==> src/rtl/mod40_pkg.sv <==
// Shared constants and state encoding for the 40-bit modular datapath.
// add_40_lut uses the same P so the two blocks cannot drift apart.
package mod40_pkg;
  localparam int unsigned W         = 40;
  localparam int unsigned CHUNK     = 10;
  localparam int unsigned NSLICE    = W / CHUNK;
  localparam int unsigned RED_STEPS = 3;
  localparam int unsigned CNT_W     = 2;
  localparam int unsigned IDX_W     = 6;

  localparam logic [W:0] P_EXT = {1'b0, 40'h85bfc65fef};

  typedef enum logic [1:0] {IDLE, ADD, RED, DONE} state_t;
endpackage

==> src/rtl/csa_resolve_40_if.sv <==
// Operand-in / residue-out handshake bundle for csa_resolve_40.
interface csa_resolve_40_if;
  import mod40_pkg::*;

  logic         in_valid;
  logic         in_ready;
  logic [W-1:0] c_i;
  logic [W-1:0] s_i;
  logic         out_valid;
  logic         out_ready;
  logic [W-1:0] r_o;
  logic         busy;

  modport slave (
    input  in_valid, c_i, s_i, out_ready,
    output in_ready, out_valid, r_o, busy
  );

  modport master (
    output in_valid, c_i, s_i, out_ready,
    input  in_ready, out_valid, r_o, busy
  );
endinterface

==> src/rtl/csa_resolve_40_cpa_slice.sv <==
// One CHUNK-bit ripple-carry slice, reused by csa_resolve_40 each ADD cycle.
module cpa_slice
  import mod40_pkg::*;
(
  input  logic [CHUNK-1:0] a_i,
  input  logic [CHUNK-1:0] b_i,
  input  logic             cin_i,
  output logic [CHUNK-1:0] sum_o,
  output logic             cout_o
);
  assign {cout_o, sum_o} = {1'b0, a_i} + {1'b0, b_i} + (CHUNK+1)'(cin_i);
endmodule

==> src/rtl/csa_resolve_40.sv <==
// Resolves a carry-save (c, s) pair into the canonical residue (c + s) mod P:
// W/CHUNK cycles of sliced carry-propagate add, then RED_STEPS conditional subtracts.
module csa_resolve_40
  import mod40_pkg::*;
(
  input  logic          clk,
  input  logic          rst_n,
  csa_resolve_40_if.slave bus
);
  state_t           state_q, state_d;
  logic [W-1:0]     c_q, c_d;
  logic [W-1:0]     s_q, s_d;
  logic [W:0]       acc_q, acc_d;
  logic [CNT_W-1:0] cnt_q, cnt_d;
  logic             cin_q, cin_d;
  logic [W-1:0]     r_q, r_d;

  logic [IDX_W-1:0] base_c;
  logic [CHUNK-1:0] a_slice_c, b_slice_c, sum_slice_c;
  logic             cout_slice_c;
  logic [W+1:0]     sub_c;
  logic [W:0]       red_next_c;
  logic             accept_c;

  // Slice operand selection for the shared ripple adder
  assign base_c    = IDX_W'(cnt_q) * IDX_W'(CHUNK);
  assign a_slice_c = c_q[base_c +: CHUNK];
  assign b_slice_c = s_q[base_c +: CHUNK];

  cpa_slice u_cpa (
    .a_i    (a_slice_c),
    .b_i    (b_slice_c),
    .cin_i  (cin_q),
    .sum_o  (sum_slice_c),
    .cout_o (cout_slice_c)
  );

  // No borrow out of the W+1-bit subtract means acc >= P
  assign sub_c      = {1'b0, acc_q} - {1'b0, P_EXT};
  assign red_next_c = sub_c[W+1] ? acc_q : sub_c[W:0];

  assign bus.in_ready  = (state_q == IDLE) || ((state_q == DONE) && bus.out_ready);
  assign bus.out_valid = (state_q == DONE);
  assign bus.busy      = (state_q == ADD) || (state_q == RED);
  assign bus.r_o       = r_q;
  assign accept_c      = bus.in_valid && bus.in_ready;

  always_ff @(posedge clk or negedge rst_n) begin
    if (!rst_n) begin
      state_q <= IDLE;
      c_q     <= '0;
      s_q     <= '0;
      acc_q   <= '0;
      cnt_q   <= '0;
      cin_q   <= 1'b0;
      r_q     <= '0;
    end else begin
      state_q <= state_d;
      c_q     <= c_d;
      s_q     <= s_d;
      acc_q   <= acc_d;
      cnt_q   <= cnt_d;
      cin_q   <= cin_d;
      r_q     <= r_d;
    end
  end

  always_comb begin
    state_d = state_q;
    c_d     = c_q;
    s_d     = s_q;
    acc_d   = acc_q;
    cnt_d   = cnt_q;
    cin_d   = cin_q;
    r_d     = r_q;

    unique case (state_q)
      IDLE: begin
        if (accept_c) begin
          c_d     = bus.c_i;
          s_d     = bus.s_i;
          acc_d   = '0;
          cnt_d   = '0;
          cin_d   = 1'b0;
          state_d = ADD;
        end
      end
      ADD: begin
        acc_d[base_c +: CHUNK] = sum_slice_c;
        cin_d                  = cout_slice_c;
        if (cnt_q == CNT_W'(NSLICE - 1)) begin
          acc_d[W] = cout_slice_c;
          cnt_d    = '0;
          state_d  = RED;
        end else begin
          cnt_d = cnt_q + CNT_W'(1);
        end
      end
      RED: begin
        acc_d = red_next_c;
        if (cnt_q == CNT_W'(RED_STEPS - 1)) begin
          r_d     = red_next_c[W-1:0];
          cnt_d   = '0;
          state_d = DONE;
        end else begin
          cnt_d = cnt_q + CNT_W'(1);
        end
      end
      DONE: begin
        if (bus.out_ready) begin
          if (accept_c) begin
            c_d     = bus.c_i;
            s_d     = bus.s_i;
            acc_d   = '0;
            cnt_d   = '0;
            cin_d   = 1'b0;
            state_d = ADD;
          end else begin
            state_d = IDLE;
          end
        end
      end
      default: state_d = IDLE;
    endcase
  end
endmodule

==> src/flat_wrapper.sv <==
// flat-port wrapper written by rule: the top's interface ports become plain ports
module csa_resolve_40_flat import mod40_pkg::*;
  (clk, rst_n, bus_in_valid, bus_c_i, bus_s_i, bus_out_ready, bus_in_ready, bus_out_valid, bus_r_o, bus_busy);
  csa_resolve_40_if bus_i ();
  input  logic clk;
  input  logic rst_n;
  input wire logic [$bits(bus_i.in_valid)-1:0] bus_in_valid;
  input wire logic [$bits(bus_i.c_i)-1:0] bus_c_i;
  input wire logic [$bits(bus_i.s_i)-1:0] bus_s_i;
  input wire logic [$bits(bus_i.out_ready)-1:0] bus_out_ready;
  output wire logic [$bits(bus_i.in_ready)-1:0] bus_in_ready;
  output wire logic [$bits(bus_i.out_valid)-1:0] bus_out_valid;
  output wire logic [$bits(bus_i.r_o)-1:0] bus_r_o;
  output wire logic [$bits(bus_i.busy)-1:0] bus_busy;
  assign bus_i.in_valid = bus_in_valid;
  assign bus_i.c_i = bus_c_i;
  assign bus_i.s_i = bus_s_i;
  assign bus_i.out_ready = bus_out_ready;
  assign bus_in_ready = bus_i.in_ready;
  assign bus_out_valid = bus_i.out_valid;
  assign bus_r_o = bus_i.r_o;
  assign bus_busy = bus_i.busy;
  csa_resolve_40 u_core (.clk(clk), .rst_n(rst_n), .bus(bus_i));
endmodule
==> config.mk <==
export PLATFORM = sky130hd
export DESIGN_NAME = csa_resolve_40_flat
export DESIGN_NICKNAME = d
export VERILOG_FILES = /design/src/rtl/mod40_pkg.sv /design/src/rtl/csa_resolve_40_if.sv /design/src/rtl/csa_resolve_40_cpa_slice.sv /design/src/rtl/csa_resolve_40.sv /design/src/flat_wrapper.sv
export SDC_FILE = /design/constraint.sdc
export NUM_CORES = 1
export LEC_CHECK = 0
export ABC_AREA = 0
export BUFFER_PORTS_ARGS = -buffer_cell sky130_fd_sc_hd__buf_2
export CAP_MARGIN = 20
export CORE_UTILIZATION = 50
export CTS_BUF_LIST = sky130_fd_sc_hd__clkbuf_4
export CTS_CLUSTER_DIAMETER = 150
export CTS_CLUSTER_SIZE = 24
export DETAILED_ROUTE_END_ITERATION = 10
export PLACE_DENSITY = 0.76
export SETUP_SLACK_MARGIN = 0.02
export SYNTH_ARGS = -nofsm -noshare
export SYNTH_HDL_FRONTEND = slang
export SYNTH_SLANG_ARGS = --single-unit
==> constraint.sdc <==
create_clock -name clk -period 6 [get_ports clk]
set_input_delay 0.3 -clock clk [delete_from_list [all_inputs] [get_ports clk]]
set_output_delay 0.3 -clock clk [all_outputs]
set_load 0.05 [all_outputs]
# --- Yosys cells after proc, flatten, opt, wreduce, memory -nomap -nowiden ---
# Cells that the tools add are included.
word_totals:
  regBits: 166
  output_inout_bits: 43
  wordCells: 66
op_classes:
  addsub: 5
  mul: 1
  eq_ne: 10
  n_shift: 4
  n_mux: 26
  reduce_logical: 12
ops:
  columns: ["cell", "n"]
  rows:
  - ["case mux 41 bit (4 select lines)", 1]
  - ["2-to-1 mux 40 bit", 4]
  - ["case mux 40 bit (2 select lines)", 2]
  - ["2-to-1 mux 41 bit", 3]
  - ["indexed part select 40 x 7 -> 10 bit", 2]
  - ["subtractor 41 x 40 -> 42 bit, second input constant", 1]
  - ["bitwise mux 41 bit", 1]
  - ["variable shift 10 x 8 -> 41 bit, first input constant", 1]
  - ["indexed part select 10 x 8 -> 41 bit", 1]
  - ["2-to-1 mux 2 bit", 8]
  - ["case mux 2 bit (4 select lines)", 2]
  - ["adder 10 x 10 -> 11 bit", 1]
  - ["adder 11 x 1 -> 11 bit", 1]
  - ["equality test 2 bit, second input constant", 4]
  - ["inequality test 2 bit, second input constant", 4]
  - ["negation 6 -> 8 bit", 1]
  - ["AND reduction 2 bit", 4]
  - ["multiplier 2 x 3 -> 5 bit, second input constant", 1]
  - ["2-to-1 mux 1 bit", 4]
  - ["AND reduction 4 bit", 1]
  - ["case mux 1 bit (3 select lines)", 1]
  - ["nonzero test 3 bit", 1]
  - ["adder 2 x 1 -> 2 bit, second input constant", 1]
  - ["equality test 2 x 1 -> 1 bit, second input constant", 1]
  - ["other kinds (5)", 7]

# --- Longest topological paths before layout ---
# Gate-level depths: netlist of the first run.
logic_depth:
  ltp_word: 8
  depth_mapped: 13

# --- Cells and area by module ---
# A second synthesis of the first run with hierarchy kept.
unflattened:
  cells_unflattened: 961
  hier_area_um2: 9883.2
by_module_without_submodules:
  columns: ["mod", "n_inst", "cells_each", "area_per_inst_um2", "seq_area_each_um2"]
  rows:
  - ["csa_resolve_40", 1, 907, 9446.6, 4154.0]
  - ["cpa_slice", 1, 54, 436.7, 0.0]

# --- Worst setup path before layout of the first run ---
# No wires, ideal clock.
synth_timing:
  path_type: "register -> register"
  startpoint: "register u_core.cnt_q[0]"
  endpoint: "register u_core.acc_q[10]"
  arrival_time_ns: 4.403
  required_ns: 5.874
  setup_slack_ns: 1.471
  stages_incl_launch_ff: 14
  n_path_buf: 3
  cell_sequence: "dfrtp_1 > buf_2 > buf_1 > buf_2 > mux4_2 > fa_1 > fa_1 > a211oi_2 > o21ai_1 > a31oi_1 > xor2_1 > a21oi_1 > a31o_2 > a221o_1"
synth_via:
  elab_chain_cells: 7
  elab_cells_between_ends: 10
synth_lines:
  columns: ["item", "line_no", "source"]
  rows:
  - ["from (decl)", "csa_resolve_40.sv:14", "logic [CNT_W-1:0] cnt_q, cnt_d;"]
  - ["from (signal assigned)", "csa_resolve_40.sv:62", "cnt_q <= cnt_d;"]
  - ["multiplier 2 x 3 -> 5 bit *", "csa_resolve_40.sv:26", "assign base_c = IDX_W'(cnt_q) * IDX_W'(CHUNK);"]
  - ["indexed part select 40 x 7 -> 10 bit, on equally long branches", "csa_resolve_40.sv:27, csa_resolve_40.sv:28", null]
  - ["adder 10 x 10 -> 11 bit", "csa_resolve_40_cpa_slice.sv:11", "assign {cout_o, sum_o} = {1'b0, a_i} + {1'b0, b_i} + (CHUNK+1)'(cin_i);"]
  - ["adder 11 x 1 -> 11 bit", "csa_resolve_40_cpa_slice.sv:11", null]
  - ["indexed part select 10 x 8 -> 41 bit", "csa_resolve_40.sv:89", "acc_d[base_c +: CHUNK] = sum_slice_c;"]
  - ["bitwise mux 41 bit *", "csa_resolve_40.sv:89", null]
  - ["case mux 41 bit (4 select lines) *", "csa_resolve_40.sv:77", "unique case (state_q)"]
  - ["to (signal assigned)", "csa_resolve_40.sv:53", "acc_q <= '0;"]
  - ["to (signal assigned)", "csa_resolve_40.sv:61", "acc_q <= acc_d;"]
  - ["to (decl)", "csa_resolve_40.sv:13", "logic [W:0] acc_q, acc_d;"]
# Mark *: on every way between the ends. The rest lies on a longest branch, timed or not.
# A chain may end at the register's enable or synchronous reset.

# --- Worst setup path after layout of the first run ---
layout_timing:
  startpoint: "register u_core.cnt_q[0]"
  endpoint: "register u_core.acc_q[16]"
# Same word-level chain as after synthesis.

==> results of run 1 <==
## critical path, stage by stage, from the launching register on
cell and delay, ns:
sky130_fd_sc_hd__dfrtp_2 0.71, sky130_fd_sc_hd__buf_4 0.46, sky130_fd_sc_hd__mux4_2 0.60, sky130_fd_sc_hd__fa_1 0.46, sky130_fd_sc_hd__a211oi_2 0.37, sky130_fd_sc_hd__o21ai_1 0.14, sky130_fd_sc_hd__a31oi_1 0.29, sky130_fd_sc_hd__mux2i_1 0.60
sky130_fd_sc_hd__a2bb2oi_1 0.38, sky130_fd_sc_hd__o32a_1 0.19, sky130_fd_sc_hd__nand2_1 0.05
## what timing repair did
action / in CTS / in global routing
gates resized for setup: 0 / 0
hold endpoints to repair: 194 / 0
hold buffers: 81 / 0
## sequential cells by signal, indices dropped and copies added, names as in the netlist
signal,count
u_core.cin_q,1
u_core.acc_q,41
u_core.cnt_q,2
u_core.bus.r_o,40
u_core.state_q,2
u_core.c_q,40
u_core.s_q,40
## layout make-up
cell class / instances / area, µm²
Multi-Input combinational cell: 700 / 5290
Inverter: 24 / 90.1
Clock inverter: 14 / 149
Fill cell: 1580 / 7290
Antenna cell: 3 / 7.51
Tap cell: 260 / 325
Timing Repair Buffer: 214 / 1520
Clock buffer: 18 / 135
Sequential cell: 166 / 4160
## metrics by stage
stage                util  setup WS (ns)  area [µm²]  cells
finish              0.616           1.62       11700   1399
global route        0.616           1.35       11700   1399
CTS                 0.614           1.64       11600   1395
detailed placement  0.556           1.66       10500   1282
global placement    0.556           1.72       10500   1282
floorplan               -           1.47        9780    950
## power by group through the flow
stage	logic, µW	registers, µW	clock network [µW]
2_1_floorplan	3230	2210	0
3_3_place_gp	4660	1900	0
3_5_place_dp	4730	1920	0
4_1_cts	4790	1900	696
5_1_grt	5250	1970	730
6_report	4890	1910	680
## cells by family after synthesis
| group | Yosys count | synth area share |
|---|---|---|
| compound gates | 255 | 0.179 |
| xor+xnor | 42 | 0.0376 |
| fa+ha+maj | 25 | 0.0335 |
| buf+inv | 84 | 0.0361 |
| flops | 166 | 0.425 |
| mux | 113 | 0.155 |
| simple gates | 265 | 0.134 |
## path summary, 6_finish.rpt
kind	slack, ns	to	from
min reg2reg	0.52	u_core.bus.r_o[19]$_DFFE_PN0P_	u_core.bus.r_o[19]$_DFFE_PN0P_
max in group asynchronous	4.35	u_core.c_q[16]$_DFFE_PN0P_	rst_n
min in group asynchronous	0.25	u_core.bus.r_o[27]$_DFFE_PN0P_	rst_n
max	1.62	u_core.acc_q[16]$_DFFE_PN0P_	u_core.cnt_q[0]$_DFFE_PN0P_
min	0.06	u_core.state_q[0]$_DFFE_PN0P_	bus_in_valid
max reg2reg	1.62	u_core.acc_q[16]$_DFFE_PN0P_	u_core.cnt_q[0]$_DFFE_PN0P_
## placed cells by master, fill, tap and decap left out, drive strengths merged, types with 7 or more instances in the layout
master and instances:
clkinv 7, o221ai 11, or3 13, nand2 63, nor4 9, a31oi 17
ha 23, inv 27, a21oi 73, xor2 21, mux2 87, o21ai 54
mux4 21, dfrtp 166, nor3 21, a221o 10, clkbuf 18, buf 133
nor2 83, o211ai 9, dlygate4sd3 81, xnor2 21, a211oi 7, a21o 8
nand2b 8, nand3 28, nand4 14
## metal layers
| layer | part of all wire | global-route usage | vias to the layer above | routed length (µm) |
|---|---|---|---|---|
| met3 | 0.068 | 0.0540 | 70 | 1830 |
| met1 | 0.41 | 0.342 | 4088 | 10900 |
| met5 | 0 | 0 | - | 0 |
| met4 | 0.038 | 0.131 | 0 | 1010 |
| li1 | - | - | 3893 | - |
| met2 | 0.49 | 0.465 | 389 | 13000 |
==> results by stage, run 1 <==
Timing:
- Setup repair after global routing left no endpoint under its margin.
- Setup violations remaining at the end of the flow were counted as 0.
- At the pin with the least slew margin, the transition time is 1.10 ns.
- The post-route clock period utilization is 0.729.
- The clock period could shrink to 4.38 ns.
- Derived from the worst setup path, the maximum achievable clock frequency is 0.229 GHz.
- The setup TNS is 0 ns.
- The worst hold slack across all endpoints is 0.0570 ns.
- The clock tree skew after final layout is 0.0244 ns.
- The relative slew slack is 0.269.
- The final count of hold timing violations is 0.
- The max-slew violation count is 0.

Worst setup path:
- The worst setup path is captured at a flip-flop.
- The worst setup path is launched from a flip-flop.
- The critical path data required time is 6.49 ns.
- The critical path is of the flip-flop to flip-flop type.
- The arrival time at the worst endpoint is 4.87 ns.
- Of all nets on the critical path, the largest fanout is 33.
- For the worst flop-to-flop path, the logic depth is 10.

CTS:
- The number of buffers on the longest clock path is 2.
- The TritonCTS clock tree is done.
- After clock tree synthesis, the clock-pin slew on the worst setup and hold paths is 0.15 ns.
- The number of buffers inserted during clock tree synthesis is 17.
- The number of buffers inserted by post-CTS setup repair is 0.
- The clock tree root buffer cell is sky130_fd_sc_hd__clkbuf_4.
- The H-tree level count is 4.
- The clock latency on the worst-skew pair is 0.60 ns.
- Counting every sink on the clock net gives 166.

Placed design:
- Summed over all nets, the half-perimeter wirelength after detailed placement is 17900 µm.
- The count of input and output buffers is 126.
- Routability-driven placement finished with a final weighted congestion of 0.950.

Global route:
- The first global-routing pass estimated 42800 µm of wire.
- The largest net degree at the start of global routing is 116.
- The initial antenna violation count is 3.
- Summed over all layers, the global routing overflow is 0.
- The number of global-route vias before repair is 8275.
- The total global-route track usage is 0.276.

Die:
- The floorplan step set the die height to 142 µm.
- The die is 142 µm wide.
- After floorplanning, the core was divided into 50 placement rows.
- The area of the core is 0.0190 mm².
- The effective utilization at floorplan is 0.516.
- 127 I/O pins were placed.
- The die area is 0.0201 mm².

Finish:
- The area growth from synthesis to layout is 19.3%.
- Of the cells placed in the final design, the portion with a size suffix greater than 1 is 0.264.
- In the final design database the tool counted 1232 nets.

Power and ir drop:
- Of the total power, the share spent switching nets is 0.517.
- In this run the power density over the cells is 640 mW/mm².
- The share of total power dissipated in combinational logic is 0.654.
- The worst-case IR drop observed on VDD is 340 µV.
- The sequential cell fraction of total power is 0.255.
- For this design the static power due to leakage is 0.00498 µW.
- The total internal power is 3610 µW.
- The net load switching power is 3860 µW.
- The total power after layout is 7470 µW.
- The share of total power dissipated in the clock network is 0.091.

Detailed routing:
- In the routed design, unresolved DRC markers number 0.
- The detailed-route vias per instance is 6.03.
- The detailed-router iteration count before antenna repair is 5.
- The total number of vias is 8440.
- Wires add up to 26800 µm.
- The initial DRC count is 608.
- The count of nets left with antenna violations once routing finished came out at 0.
- The routed wire length per instance is 19.2 µm.

Yosys:
- When the netlist entered floorplanning its net count stood at 1059.
- During synthesis, Yosys emitted a total of 0 warnings.
- After synthesis, the cell types taking the most area are sky130_fd_sc_hd__dfrtp_1, sky130_fd_sc_hd__mux2_2, sky130_fd_sc_hd__mux4_2.
- Counting flops with an async set or reset pin after synthesis yields a share of 1.00.
- The number of different library cells used by synthesis comes to 84.
- The synthesized design contains 166 register bits.
- The number of instances in the synthesized netlist is 950.
- Of the post-synthesis cell area, the dominant cell type holds 0.425.
- For this run, the leading register cell type out of synthesis is sky130_fd_sc_hd__dfrtp_1.
- By instance count, the leading cell after synthesis is sky130_fd_sc_hd__dfrtp_1.
- The number of synthesized flops with an enable pin is 0.
- Of all cell types, the one taking the most synthesized area is sky130_fd_sc_hd__dfrtp_1.
- The share of the yosys chip area belonging to registers is 0.425.
- The synthesized area per cell is 10.3 µm².
- The synthesized netlist occupies a cell area of 0.00978 mm².
- Sorting the synthesized cells by how often they occur yields sky130_fd_sc_hd__dfrtp_1, sky130_fd_sc_hd__mux2_2, sky130_fd_sc_hd__nor2_1, sky130_fd_sc_hd__a21oi_1, sky130_fd_sc_hd__nand2_1.

Flow run:
- The max-capacitance violation count is 0.

Hold path:
- The worst hold path was traced through 3 stages.
- The min-delay analysis places its worst path in the category input pin to flip-flop.

Status:
- The run finished with clean final reports.
No activity file was read; power rests on OpenSTA's default activity.
==> run 2: changes to the inputs <==
clock period = 4.25 ns   (was 6 ns; I/O delays follow)
==> results by stage, run 2 (same netlist as run 1, synthesis figures left out) <==
Power and ir drop:
- For this design the static power due to leakage is 0.00505 µW.
- The worst ir drop on vdd is 550 µV.
- In this run the power density over the cells is 913 mW/mm².

Timing:
- The relative slew slack is 0.252.
- Static timing analysis puts the maximum clock frequency at 0.252 GHz.
- The count of final setup violators is 0.
- Of the available clock period, the critical path in the final layout requires 0.935.
- The setup TNS is 0 ns.
- For the pin with the worst max-slew slack, the measured transition is 1.12 ns.
- The final critical-path required period is 3.98 ns.
- The max-slew violation count was 0.
- The final count of hold timing violations is 0.
- Between clock sinks in the finished design, the worst skew comes to 0.0318 ns.
- Setup repair after global routing left no endpoint under its margin.

Finish:
- The final-stage net count is 1243.
- The filler cell count in the final layout is 1596.
- Of the cells placed in the final design, the portion with a size suffix greater than 1 is 0.269.
- The register with the most flip-flops in the layout has 41 of them.
- The top cell types in the final layout, fill and taps aside, are sky130_fd_sc_hd__dfrtp_1, sky130_fd_sc_hd__buf_2, sky130_fd_sc_hd__mux2_2.
- From synthesis to final layout, the design area changed by 20.4%.
- The count of non-filler cells in the finished layout is 1411.
- At the end of the flow the core is filled with cells to 0.621.
- u_core.acc_q holds more flip-flops than any other register.
- The most common cell after layout, fill and taps aside is sky130_fd_sc_hd__dfrtp_1.

Hold path:
- In this run the most critical hold path is launched from bus_out_ready.
- The worst min-delay path endpoint is u_core.state_q[0]$_DFFE_PN0P_.
- Along the worst hold path, the cell count comes to 5.
- The worst hold path belongs to the class input pin to flip-flop.

Worst setup path:
- For the worst setup path, the data arrival time is 4.49 ns.
- In this run the register-to-register setup slack is 0.27 ns.
- STA classifies the critical path endpoint as a flip-flop.
- The worst register-to-register path ends at u_core.acc_q[16]$_DFFE_PN0P_.
- The launching element type of the critical path is a flip-flop.
- The count of cells along the worst register-to-register path is 10.
- The most common cell type on the critical path is sky130_fd_sc_hd__fa_1.
- The critical path data required time is 4.77 ns.
- The signal on the critical path passes through mux4_2 > fa_1 > fa_1 > a211oi_2 > o21ai_1 > a31oi_1 > mux2i_1 > a2bb2oi_1 > o32a_1 > nand2_1.
- The highest net fanout along the worst path is 6.
- The delay of the slowest cell on the worst path is 0.58 ns.
- Among all stages on the critical path, the largest delay is contributed by sky130_fd_sc_hd__mux2i_1.
- The worst setup path is of the flip-flop to flip-flop kind.
- The worst register-to-register path begins at u_core.cnt_q[0]$_DFFE_PN0P_.

Detailed routing:
- Dividing the detail-routed wire length by the instance count gives 19.8 µm.
- The initial DRC count is 660.
- The wire length reported by the detailed router is 28000 µm.
- The met2 layer wire length in the routed design is 13900 µm.
- Summed over all nets, wire length on met3 after detailed routing comes to 1840 µm.
- The detailed-route vias per instance is 6.00.
- The final routed DRC violation total is 0.
- The detailed router put a total of 11200 µm of wire on met1.
- The routed layout has 8469 vias.
- The first detailed-routing pass ran for 8 iterations.
- The top routing layer in use is met4.
- The number of nets with antenna violations after routing is 0.

Die:
- The area of the core is 0.0190 mm².
- The die area is 0.0201 mm².
- The die outline height is 142 µm.
- The horizontal die dimension is 142 µm.
- The number of I/O pins is 127.
- The standard-cell row count is 50.
- The effective utilization at floorplan is 0.516.

Global route:
- The largest net degree at the start of global routing is 87.
- The total overflow reported by the global router is 0.
- The wire length of the first global-routing pass is 44900 µm.
- The initial antenna violation count was 4.
- The total global-route track usage is 0.292.
- The number of global-route vias before repair is 8552.

CTS:
- CTS built an H-tree with a depth of 4.
- CTS placed an instance of sky130_fd_sc_hd__clkbuf_4 at the clock tree root.
- In this run, CTS created clock tree buffers numbering 17.
- The number of buffers on the longest clock path is 2.
- TritonCTS built the clock tree.
- The number of gates resized after CTS was 0.
- The number of sinks on the clock net is 166.
- After clock tree synthesis, the clock-pin slew on the worst setup and hold paths is 0.16 ns.
- The clock latency on the worst-skew pair is 0.63 ns.

Placed design:
- At the end of routability-driven placement, the weighted congestion stood at 0.942.
- The HPWL after detailed placement is 18000 µm.
- The count of input and output buffers is 126.
- The count of placed standard cells including taps is 1293.

Flow run:
- Max-cap violations in this run came to 0.

Status:
- The flow ran to the end, and the final reports show no timing, DRC or antenna violations.
## run 2: final cells by class
type	instances	area, µm²	share of cell area
Clock buffer	17	128	0.0108
Timing Repair Buffer	225	1600	0.136
Antenna cell	4	10.0	0.000850
Inverter	24	90.1	0.00765
Multi-Input combinational cell	700	5290	0.449
Sequential cell	166	4160	0.353
Clock inverter	15	189	0.0160
Tap cell	260	325	0.0276
## run 2: where the power goes
group	leakage, µW	switching, µW	total, µW	internal, µW
sequential	0.00208	459	2680	2220
clock	0.000167	634	1060	423
combinational	0.00280	4450	7010	2560
## run 2: worst max-delay path by stage
stage                                            from                            to  slack (ns)
after floorplan           u_core.cnt_q[0]$_DFFE_PN0P_  u_core.acc_q[10]$_DFFE_PN0P_        0.07
after global placement    u_core.cnt_q[0]$_DFFE_PN0P_  u_core.acc_q[16]$_DFFE_PN0P_        0.34
after detailed placement  u_core.cnt_q[0]$_DFFE_PN0P_  u_core.acc_q[16]$_DFFE_PN0P_        0.33
after CTS                 u_core.cnt_q[0]$_DFFE_PN0P_  u_core.acc_q[16]$_DFFE_PN0P_        0.30
after global routing      u_core.cnt_q[0]$_DFFE_PN0P_  u_core.acc_q[26]$_DFFE_PN0P_        0.06
final                     u_core.cnt_q[0]$_DFFE_PN0P_  u_core.acc_q[16]$_DFFE_PN0P_        0.27
## run 2: critical path, delay by kind of cell (launching register included)
kind,cells,cell delay (ns)
and+or+nand+nor,1,0.05
adders and majority gates,2,0.92
muxes,2,1.11
DFF,1,0.43
AOI/OAI and AO/OA,5,1.39
## run 2: routing by layer
layer / up-vias / track usage
met2: 363 / 0.495
li1: 3912 / -
met1: 4124 / 0.353
met5: - / 0
met4: 0 / 0.137
met3: 70 / 0.0655
## run 2: per-stage QoR
step / total power, µW / worst slack [ns] / hold WS, ns / area, µm²
2_1_floorplan: 7680 / 0.0653 / -0.0831 / 9790
3_3_place_gp: 9360 / 0.343 / 0.314 / 10600
3_5_place_dp: 9470 / 0.335 / 0.318 / 10600
4_1_cts: 10600 / 0.300 / 0.0522 / 11800
5_1_grt: 11400 / 0.0594 / 0.0677 / 11800
6_report: 10800 / 0.275 / 0.0693 / 11800
## run 2: what timing repair did
action,4_1_cts,5_1_grt
endpoints found under the hold margin,161,0
setup buffers,0,0
hold buffers,82,0
==> run 3: changes to the inputs <==
REMOVE_ABC_BUFFERS = 1   (was not set)
==> results by stage, run 3 (same netlist as run 1, synthesis figures left out) <==
CTS:
- The tree built by TritonCTS fans out to 166 sinks.
- The clock transition at the registers of the reported paths is 0.15 ns.
- The post-CTS resize count is 0.
- The TritonCTS clock tree is done.
- The clock latency on the worst-skew pair is 0.62 ns.
- The number of buffers on the longest clock path is 2.
- Counting the buffers created by CTS gives 17.
- The number of buffers inserted by post-CTS setup repair is 0.
- The H-tree level count is 4.
- Clock tree synthesis selected as its root buffer the cell sky130_fd_sc_hd__clkbuf_4.

Finish:
- In the layout the commonest cells are sky130_fd_sc_hd__dfrtp_1, sky130_fd_sc_hd__buf_2, sky130_fd_sc_hd__mux2_2.
- The register containing the most flip-flops in the final layout is u_core.acc_q.
- The sequential cell area is 0.00416 mm².
- The register with the most flip-flops in the layout has 41 of them.
- The library cell used most frequently in the layout, excluding fill and tap cells, is sky130_fd_sc_hd__dfrtp_1.
- The filler cells instantiated in the layout total 1605.
- The fraction of final layout cells with drive strength greater than 1 is 0.273.
- In the final layout, the multi-input gates occupy 0.00529 mm².
- Once layout is complete, the utilization of the core stands at 0.623.
- The final layout contains 1246 nets.
- The layout-stage area growth over the synthesis result is 20.8%.
- The finished layout holds 1410 standard cells, fillers aside.
- The number of antenna diodes is 0.

Global route:
- Entering global routing, the biggest net connects 88 pins.
- The initial antenna violation count is 0.
- Across every metal layer, demand over resource in global routing totals 0.278.
- The total overflow reported by the global router is 0.
- The wire length of the first global-routing pass is 43500 µm.
- The number of global-route vias before repair is 8538.

Worst setup path:
- The register-to-register path setup slack is 0.38 ns.
- Walking the worst path, the cells encountered are mux4_2 > fa_1 > fa_1 > a211oi_2 > o21ai_1 > a31oi_1 > mux2i_1 > buf_4 > a2bb2oi_1 > o32a_1 > nand2_1.
- The delay of the slowest cell on the worst path is 0.52 ns.
- The critical path data required time is 4.74 ns.
- In this run the critical register-to-register path is captured at u_core.acc_q[16]$_DFFE_PN0P_.
- STA classifies the critical path startpoint as a flip-flop.
- In this design, the critical path's most frequently occurring cell is sky130_fd_sc_hd__fa_1.
- The slowest stage of the critical path is the sky130_fd_sc_hd__mux4_2 cell.
- STA classifies the critical path endpoint as a flip-flop.
- The critical setup path kind is flip-flop to flip-flop.
- The count of cells along the worst register-to-register path is 11.
- STA puts the critical path data arrival time at 4.36 ns.
- The reg-to-reg critical path startpoint is u_core.cnt_q[0]$_DFFE_PN0P_.
- The highest net fanout along the worst path is 6.

Hold path:
- The path with the worst hold slack has its endpoint at u_core.state_q[0]$_DFFE_PN0P_.
- The critical hold path startpoint is bus_out_ready.
- The path class of the tightest hold or removal check is input pin to flip-flop.
- The hold path depth is 5.

Timing:
- The transition time at the pin with the least slew margin is 1.11 ns.
- The relative slew slack is 0.257.
- The final count of hold timing violations is 0.
- For the finished layout, the period the worst path requires is 3.87 ns.
- The max-slew violation count is 0.
- The setup TNS is 0 ns.
- The clock tree skew after final layout is 0.0320 ns.
- The worst hold slack across all endpoints is 0.0930 ns.
- Dividing the final minimum period by the clock period gives 0.911.
- The maximum clock frequency is 0.258 GHz.
- Setup violations remaining at the end of the flow were counted as 0.
- Setup repair after global routing left no endpoint under its margin.

Die:
- The area of the core is 0.0190 mm².
- In this run the horizontal extent of the chip is 142 µm.
- The standard-cell row count is 50.
- The die area is 0.0201 mm².
- For this configuration, the core starts out at a cell density of 0.516.
- The floorplan step set the die height to 142 µm.
- During I/O placement, the number of pins put on the boundary was 127.

Power and ir drop:
- Across the VDD grid, the largest voltage drop is 446 µV.
- The areal power density over the cells is 921 mW/mm².
- The leakage dissipation is 0.00508 µW.

Placed design:
- The final RePlAce weighted congestion is 0.915.
- During placement, the flow inserted port buffers numbering 126.
- The HPWL after detailed placement is 17900 µm.
- In this run, placement finished with an instance count of 1296.

Detailed routing:
- The detailed-router iteration count before antenna repair is 5.
- The final layout contains routed wiring with a total length of 26800 µm.
- Summing over every cut layer, the via total after detailed routing is 8421.
- The first routing iteration left 675 violations.
- Dividing the detail-routed via count by the number of cells gives 5.97.
- The number of nets with antenna violations after routing is 0.
- In the routed design, unresolved DRC markers number 0.
- The routed wire length per instance is 19.0 µm.

Flow run:
- Max-cap violations in this run came to 0.

Status:
- The flow ran to the end, and the final reports show no timing, DRC or antenna violations.
[run 3: changes by cell type in the layout (fill, tap and decap cells not counted), sizes merged]
cell,change
clkinvlp,-1
buf,+3
bufinv,+1
diode,-4
[run 3: final cells by class]
class	instances	area share
well taps	260	0.0275
inverters	24	0.00762
repair buffers	228	0.137
flip-flops and latches	166	0.352
clock buffers	17	0.0108
clock inverters	15	0.0182
multi-input cells	700	0.447
[run 3: through the flow]
step	power [µW]	worst slack [ns]	instance area [µm²]
finish	10900	0.379	11800
global route	11600	0.123	11800
CTS	10800	0.371	11800
detailed placement	9590	0.380	10700
global placement	9460	0.466	10700
floorplan	7600	-0.472	9520
[run 3: routing by layer]
metal	GRT usage	wire (µm)
met1	0.348	11100
met2	0.470	13200
met3	0.0587	1670
met4	0.111	816
met5	0	0
[run 3: how the worst max path moves through the flow]
| stage | from | end | slack [ns] |
|---|---|---|---|
| after floorplan | u_core.cnt_q[0]$_DFFE_PN0P_ | u_core.acc_q[10]$_DFFE_PN0P_ | -0.47 |
| after global placement | u_core.cnt_q[0]$_DFFE_PN0P_ | u_core.acc_q[34]$_DFFE_PN0P_ | 0.47 |
| after detailed placement | u_core.cnt_q[0]$_DFFE_PN0P_ | u_core.acc_q[34]$_DFFE_PN0P_ | 0.38 |
| after CTS | u_core.cnt_q[0]$_DFFE_PN0P_ | u_core.acc_q[34]$_DFFE_PN0P_ | 0.37 |
| after global routing | u_core.cnt_q[0]$_DFFE_PN0P_ | u_core.acc_q[34]$_DFFE_PN0P_ | 0.12 |
| final | u_core.cnt_q[0]$_DFFE_PN0P_ | u_core.acc_q[16]$_DFFE_PN0P_ | 0.38 |
[run 3: what timing repair did]
action | CTS | global route
hold buffers | 82 | 0
setup endpoints to repair | 0 | 0
hold endpoints to repair | 160 | 0
[run 3: critical path: cells and delay by family, from the launching register on]
| kind | cells | cell delay, ns |
|---|---|---|
| compound gates | 5 | 1.44 |
| fa+ha+maj | 2 | 0.91 |
| buf+inv | 1 | 0.17 |
| flops | 1 | 0.44 |
| mux | 2 | 0.74 |
| simple gates | 1 | 0.06 |
[run 3: power breakdown]
group / switching, µW / total [µW] / internal [µW] / leakage (µW)
registers: 432 / 2650 / 2220 / 0.00208
clock network: 636 / 1120 / 484 / 0.000184
logic: 4450 / 7110 / 2660 / 0.00282
